--- src/rtl/arb_types_pkg.sv ---
// Shared types and defaults for the single-port RAM arbiter.
// Holds the FSM state, grant encoding and counter sizing helper.
package arb_types_pkg;

    // 32-bit machine word as used across the CPU datapath.
    typedef logic [31:0] word_t;

    typedef enum logic [1:0] {
        IDLE,
        I_ACC,
        D_ACC
    } arb_state_t;

    typedef enum logic [1:0] {
        GNT_NONE,
        GNT_I,
        GNT_D
    } grant_t;

    localparam int STARVE_MAX_DEF = 4;
    localparam int TIMEOUT_DEF    = 255;

    // Bits needed to hold 0..max, never less than one.
    function automatic int cnt_width(input int max);
        return (max < 2) ? 1 : $clog2(max + 1);
    endfunction

endpackage

--- src/rtl/sat_counter.sv ---
// Saturating up-counter with synchronous clear.
// Ports: clk, rst_n (sync, active-low), inc, clr (wins over inc),
//        at_max (count has reached MAX).
module sat_counter
    import arb_types_pkg::*;
#(
    parameter int MAX = 4,
    parameter int W   = cnt_width(MAX)
) (
    input  logic clk,
    input  logic rst_n,
    input  logic inc,
    input  logic clr,
    output logic at_max
);

    logic [W-1:0] count;

    assign at_max = (count == W'(MAX));

    always_ff @(posedge clk) begin
        if (!rst_n) begin
            count <= '0;
        end else if (clr) begin
            count <= '0;
        end else if (inc && !at_max) begin
            count <= count + 1'b1;
        end
    end

endmodule

--- src/rtl/ram_arbiter.sv ---
// Shares one RAM port between instruction fetch and data access.
// Ports: CLK, nRST (sync, active-low); iREN/iaddr -> iwait/iload;
//        dREN/dWEN/daddr/dstore -> dwait/dload; ramREN/ramWEN/
//        ramaddr/ramstore/ramload/ramready to the RAM; err sticky timeout.
module ram_arbiter
    import arb_types_pkg::*;
#(
    parameter int STARVE_MAX = STARVE_MAX_DEF,
    parameter int TIMEOUT    = TIMEOUT_DEF
) (
    input  logic        CLK,
    input  logic        nRST,
    input  logic        iREN,
    input  logic [31:0] iaddr,
    output logic        iwait,
    output logic [31:0] iload,
    input  logic        dREN,
    input  logic        dWEN,
    input  logic [31:0] daddr,
    input  logic [31:0] dstore,
    output logic        dwait,
    output logic [31:0] dload,
    output logic        ramREN,
    output logic        ramWEN,
    output logic [31:0] ramaddr,
    output logic [31:0] ramstore,
    input  logic [31:0] ramload,
    input  logic        ramready,
    output logic        err
);

    arb_state_t state;
    grant_t     grant;

    logic  dreq;
    logic  in_idle;
    logic  in_i;
    logic  in_d;
    logic  in_acc;
    logic  req_live;
    logic  done;
    logic  abort;
    logic  tmo;
    logic  starve_max;
    logic  tmo_max;
    word_t addr_sel;
    word_t store_sel;

    assign dreq    = dREN | dWEN;
    assign in_idle = (state == IDLE);
    assign in_i    = (state == I_ACC);
    assign in_d    = (state == D_ACC);
    assign in_acc  = in_i | in_d;

    // The granted requester must still be asking for the access.
    assign req_live = (in_i & iREN) | (in_d & dreq);
    assign done     = req_live & ramready;
    assign abort    = in_acc & ~req_live;
    // Counter sits at TIMEOUT-1 here, so this is the TIMEOUT-th
    // access cycle without ramready.
    assign tmo      = req_live & ~ramready & tmo_max;

    // Data wins unless instruction fetch has been starved too long.
    always_comb begin
        grant = GNT_NONE;
        if (dreq && iREN) begin
            grant = starve_max ? GNT_I : GNT_D;
        end else if (dreq) begin
            grant = GNT_D;
        end else if (iREN) begin
            grant = GNT_I;
        end
    end

    sat_counter #(
        .MAX (STARVE_MAX)
    ) u_starve (
        .clk    (CLK),
        .rst_n  (nRST),
        .inc    (in_idle & (grant == GNT_D) & iREN),
        .clr    (in_idle & ((grant == GNT_I) | ~iREN)),
        .at_max (starve_max)
    );

    sat_counter #(
        .MAX (TIMEOUT - 1)
    ) u_tmo (
        .clk    (CLK),
        .rst_n  (nRST),
        .inc    (in_acc & ~ramready),
        .clr    (in_idle),
        .at_max (tmo_max)
    );

    always_ff @(posedge CLK) begin
        if (!nRST) begin
            state <= IDLE;
            err   <= 1'b0;
        end else begin
            unique case (state)
                IDLE: begin
                    unique case (grant)
                        GNT_I:   state <= I_ACC;
                        GNT_D:   state <= D_ACC;
                        default: state <= IDLE;
                    endcase
                end
                I_ACC, D_ACC: begin
                    if (done || abort || tmo) begin
                        state <= IDLE;
                    end
                    if (tmo) begin
                        err <= 1'b1;
                    end
                end
                default: state <= IDLE;
            endcase
        end
    end

    // Strobes follow the live request so an abort drops them at once.
    always_comb begin
        ramREN    = 1'b0;
        ramWEN    = 1'b0;
        addr_sel  = '0;
        store_sel = '0;
        unique case (state)
            I_ACC: begin
                ramREN   = iREN;
                addr_sel = iaddr;
            end
            D_ACC: begin
                ramWEN    = dWEN;
                ramREN    = dREN & ~dWEN;
                addr_sel  = daddr;
                store_sel = dstore;
            end
            default: begin
                ramREN = 1'b0;
            end
        endcase
    end

    assign ramaddr  = addr_sel;
    assign ramstore = store_sel;

    assign iwait = iREN & ~(in_i & ramready);
    assign dwait = dreq & ~(in_d & ramready);
    assign iload = (in_i & done) ? ramload : '0;
    assign dload = (in_d & done) ? ramload : '0;

endmodule
--- config.mk ---
export PLATFORM = sky130hd
export DESIGN_NAME = ram_arbiter
export DESIGN_NICKNAME = d
export VERILOG_FILES = /design/src/rtl/arb_types_pkg.sv /design/src/rtl/sat_counter.sv /design/src/rtl/ram_arbiter.sv
export SDC_FILE = /design/constraint.sdc
export NUM_CORES = 1
export LEC_CHECK = 0
export ABC_CLOCK_PERIOD_IN_PS = 2650
export BUFFER_PORTS_ARGS = -buffer_cell sky130_fd_sc_hd__buf_2
export CAP_MARGIN = 15
export CORE_AREA = 2 2 104 106
export CTS_CLUSTER_DIAMETER = 150
export DETAILED_ROUTE_END_ITERATION = 10
export DIE_AREA = 0 0 106 108
export HOLD_SLACK_MARGIN = 0.05
export MAX_ROUTING_LAYER = met4
export REMOVE_ABC_BUFFERS = 1
export SLEW_MARGIN = 20
export SYNTH_ARGS = -nofsm -noshare
export SYNTH_HDL_FRONTEND = slang
export SYNTH_HIERARCHICAL = 1
export SYNTH_SLANG_ARGS = --single-unit
--- constraint.sdc ---
create_clock -name CLK -period 2.65 [get_ports CLK]
set_input_delay 0.265 -clock CLK [delete_from_list [all_inputs] [get_ports CLK]]
set_output_delay 0.265 -clock CLK [all_outputs]
set_load 0.05 [all_outputs]
==> impl_results.md <==
* Post-CTS Setup Bufs at 0
* Crit share post-route at 0.866
* Vias at 2999
* RR Startpoint: state[1]
* Max Cap Viol at 0
* Synth top area share at 0.309
* Clk buf depth at 2
* Max VDD drop at 210 uV
* Worst-Margin Slew at 0.632 ns
* Clk slew on worst S/H paths at 0.06 ns
* Register area share after synthesis at 0.140
* Leakage power at 2.01 nW
* Syn-to-layout area delta at 74.5%
* Wire length of the first global-routing pass at 15.3 mm
* Most frequent cells in the layout: buf_2 (266), and2_1 (99), nor2_1 (35)
* Footprint of the multi-input gates at 0.00161 mm2
* DRC Markers at 0
* Final Hold Violating Endpoints at 0
* R2R depth at 7
* Layout Skew at 0.00443 ns
* Core ar. at 0.0102 mm2
* Reg2reg end: u_tmo/count[6]
* RD Place Congestion at 0.952
* Critical path's slowest cell: ha_4
* FF/Latch Area at 280 um2
* Slew margin rel. at 0.578
* Final nets at 682
* Top post-synthesis cells by area: and2_1 (31%), dfxtp_1 (14%), a22oi_1 (12%)
* Post-synth EDFFs at 0
* Setup slack, reg-to-reg at 0.43 ns
* Top-level port count at 267
* Worst-path cell chain: inv_1, ha_4, o21ai_2, a21oi_2, buf_4, and2_1, buf_2
* Unique masters post-synth at 46
* Worst EP required at 2.38 ns
* Grt ovf at 0
* Width of the die at 106 um
* Full die area at 0.0114 mm2
* Pre-antenna DRT Iters at 4
* Worst-path fanout max at 32
* Pwr per Cell Area at 294 mW/mm2
* Final core utilization at 0.342
* Fillers at 1112
* Port-buffer cells at 266
* Post-synth ARST share at 0
* RSZ-0062 raised after global routing: no
* Final Setup Violations at 0
* Outcome: finished clean
* Min-delay src: nRST
* Avg Vias per Cell at 4.44
* Initial core utilization at 0.196
* Startpoint type of the worst setup path: register
* Worst setup path class: reg -> out
* Yosys warning total at 6
* Proportion of layout cells with a drive suffix above 1 at 0.536
* Most common cell after layout, fill and taps aside: buf_2
* Fin crit period at 2.29 ns
* Vias in the first global route at 2739
* CTS Root Cell: clkbuf_8
* # diodes at 0
* Worst Hold Depth at 2
* Min-Delay Path Class: in -> reg
* Largest net degree at the start of global routing at 36
* Final wirelength at 10.8 mm
* Synthesized area at 0.00201 mm2
* Initial DRC Count at 233
* Antenna Nets Post-Route at 0
* Hpwl dp at 9.22 mm
* Endpoint, Worst Hold: err
* CP endpoint kind: output port
* Area leader, netlist: and2_1
* CTS Buf Count at 3
* Die Y at 108 um
* Seq cells post-synth at 14
* WHS at 0.354 ns
* Initial antenna violation count at 0
* Syn Area/Cell at 6.99 um2
* Placement Rows at 37
* Fmax at 436 MHz
* Routed length per instance at 16.0 um
* TritonCTS clock tree: done
* Clock latency at the later pin of the worst-skew pair at 0.24 ns
* CTS HTree Levels at 1
* Top_reg_cell synth: dfxtp_1
* CP peak stage delay at 0.34 ns
* Mapped Cells at 287
* Max Slew Vio Count at 0
* Crit path arrival time at 2.03 ns
* GRT Resource Usage Total at 0.177
* Total Power at 0.00103 W
* Setup TNS at 0 ns
* Clk sinks at 14
power by group:
part	leakage, nW	switching [W]	internal (W)
combinational	1.88	0.000446	0.000191
sequential	0.113	0.00000391	0.000214
clock	0.0216	0.0000713	0.000100
total	2.01	0.000521	0.000506
worst max-delay path: cells and delay by family, from the launching register on:
kind            cells  cell delay, ns
buf+inv             3            0.64
fa+ha+maj           1            0.34
flops               1            0.32
compound gates      2            0.31
simple gates        1            0.17
worst max-delay path by stage:
stage / start / end / slack (ns) / depth (start not counted)
after global routing: state[0] / iload[5] / 0.20 / 7
after floorplan: state[0] / iload[0] / -0.34 / 5
final: state[0] / iload[16] / 0.36 / 7
after CTS: state[0] / iload[9] / 0.16 / 7
after detailed placement: state[0] / iload[22] / 0.42 / 7
after global placement: state[0] / iload[4] / 0.50 / 7
cells in the mapped netlist (all sizes together), types with 3 or more instances:
library cell	instances
buf	6
a21oi	8
and2	100
and4	3
nand2b	3
clkbuf	16
a31oi	4
and3	3
nand2	12
inv	8
a22oi	32
nand3b	5
mux2i	7
nor2	35
ha	7
dfxtp	14
o21ai	5
registers in the layout, summed over array words and instances (netlist names):
signal,flops
u_starve/count,3
u_tmo/count,8
state,2
err,1
metrics by stage:
stage | cell area (um2) | std cells | setup WS, ns
3_5_place_dp | 3450 | 672 | 0.423
5_1_grt | 3500 | 675 | 0.202
4_1_cts | 3490 | 675 | 0.157
6_report | 3500 | 675 | 0.356
2_1_floorplan | 1910 | 265 | -0.337
3_3_place_gp | 3450 | 672 | 0.503
repair_timing:
action                     4_1_cts  5_1_grt
hold buffers                     0        0
resized for setup                0        1
setup endpoints to repair        0       13
layout make-up:
cell class | instances | area share
sequential | 14 | 0.0801
clock buffer | 3 | 0.0118
tap | 136 | 0.0486
inverter | 8 | 0.00858
multi-input combinational | 243 | 0.460
timing repair buffer | 271 | 0.391
cell families (layout without fill, tap and decap cells):
family	after synthesis	after routing	synth area share
AND/OR/NAND/NOR	173	173	0.506
multiplexers	7	7	0.0349
flip-flops	14	14	0.140
AO/OA/AOI/OAI	56	56	0.211
adder cells (fa/ha/maj)	7	7	0.0437
buffers and inverters	30	282	0.0643
layer usage:
layer  GRT usage  part of all wire  vias up  routed length, um
met5           -                 0        -                  0
li1            -                 -     1478                  -
met3      0.0283             0.072       10                778
met4      0.0273            0.0086        0                 93
met2       0.269              0.44      135               4790
met1       0.251              0.47     1376               5110
Note: power is estimated with default switching activity, not from simulation.
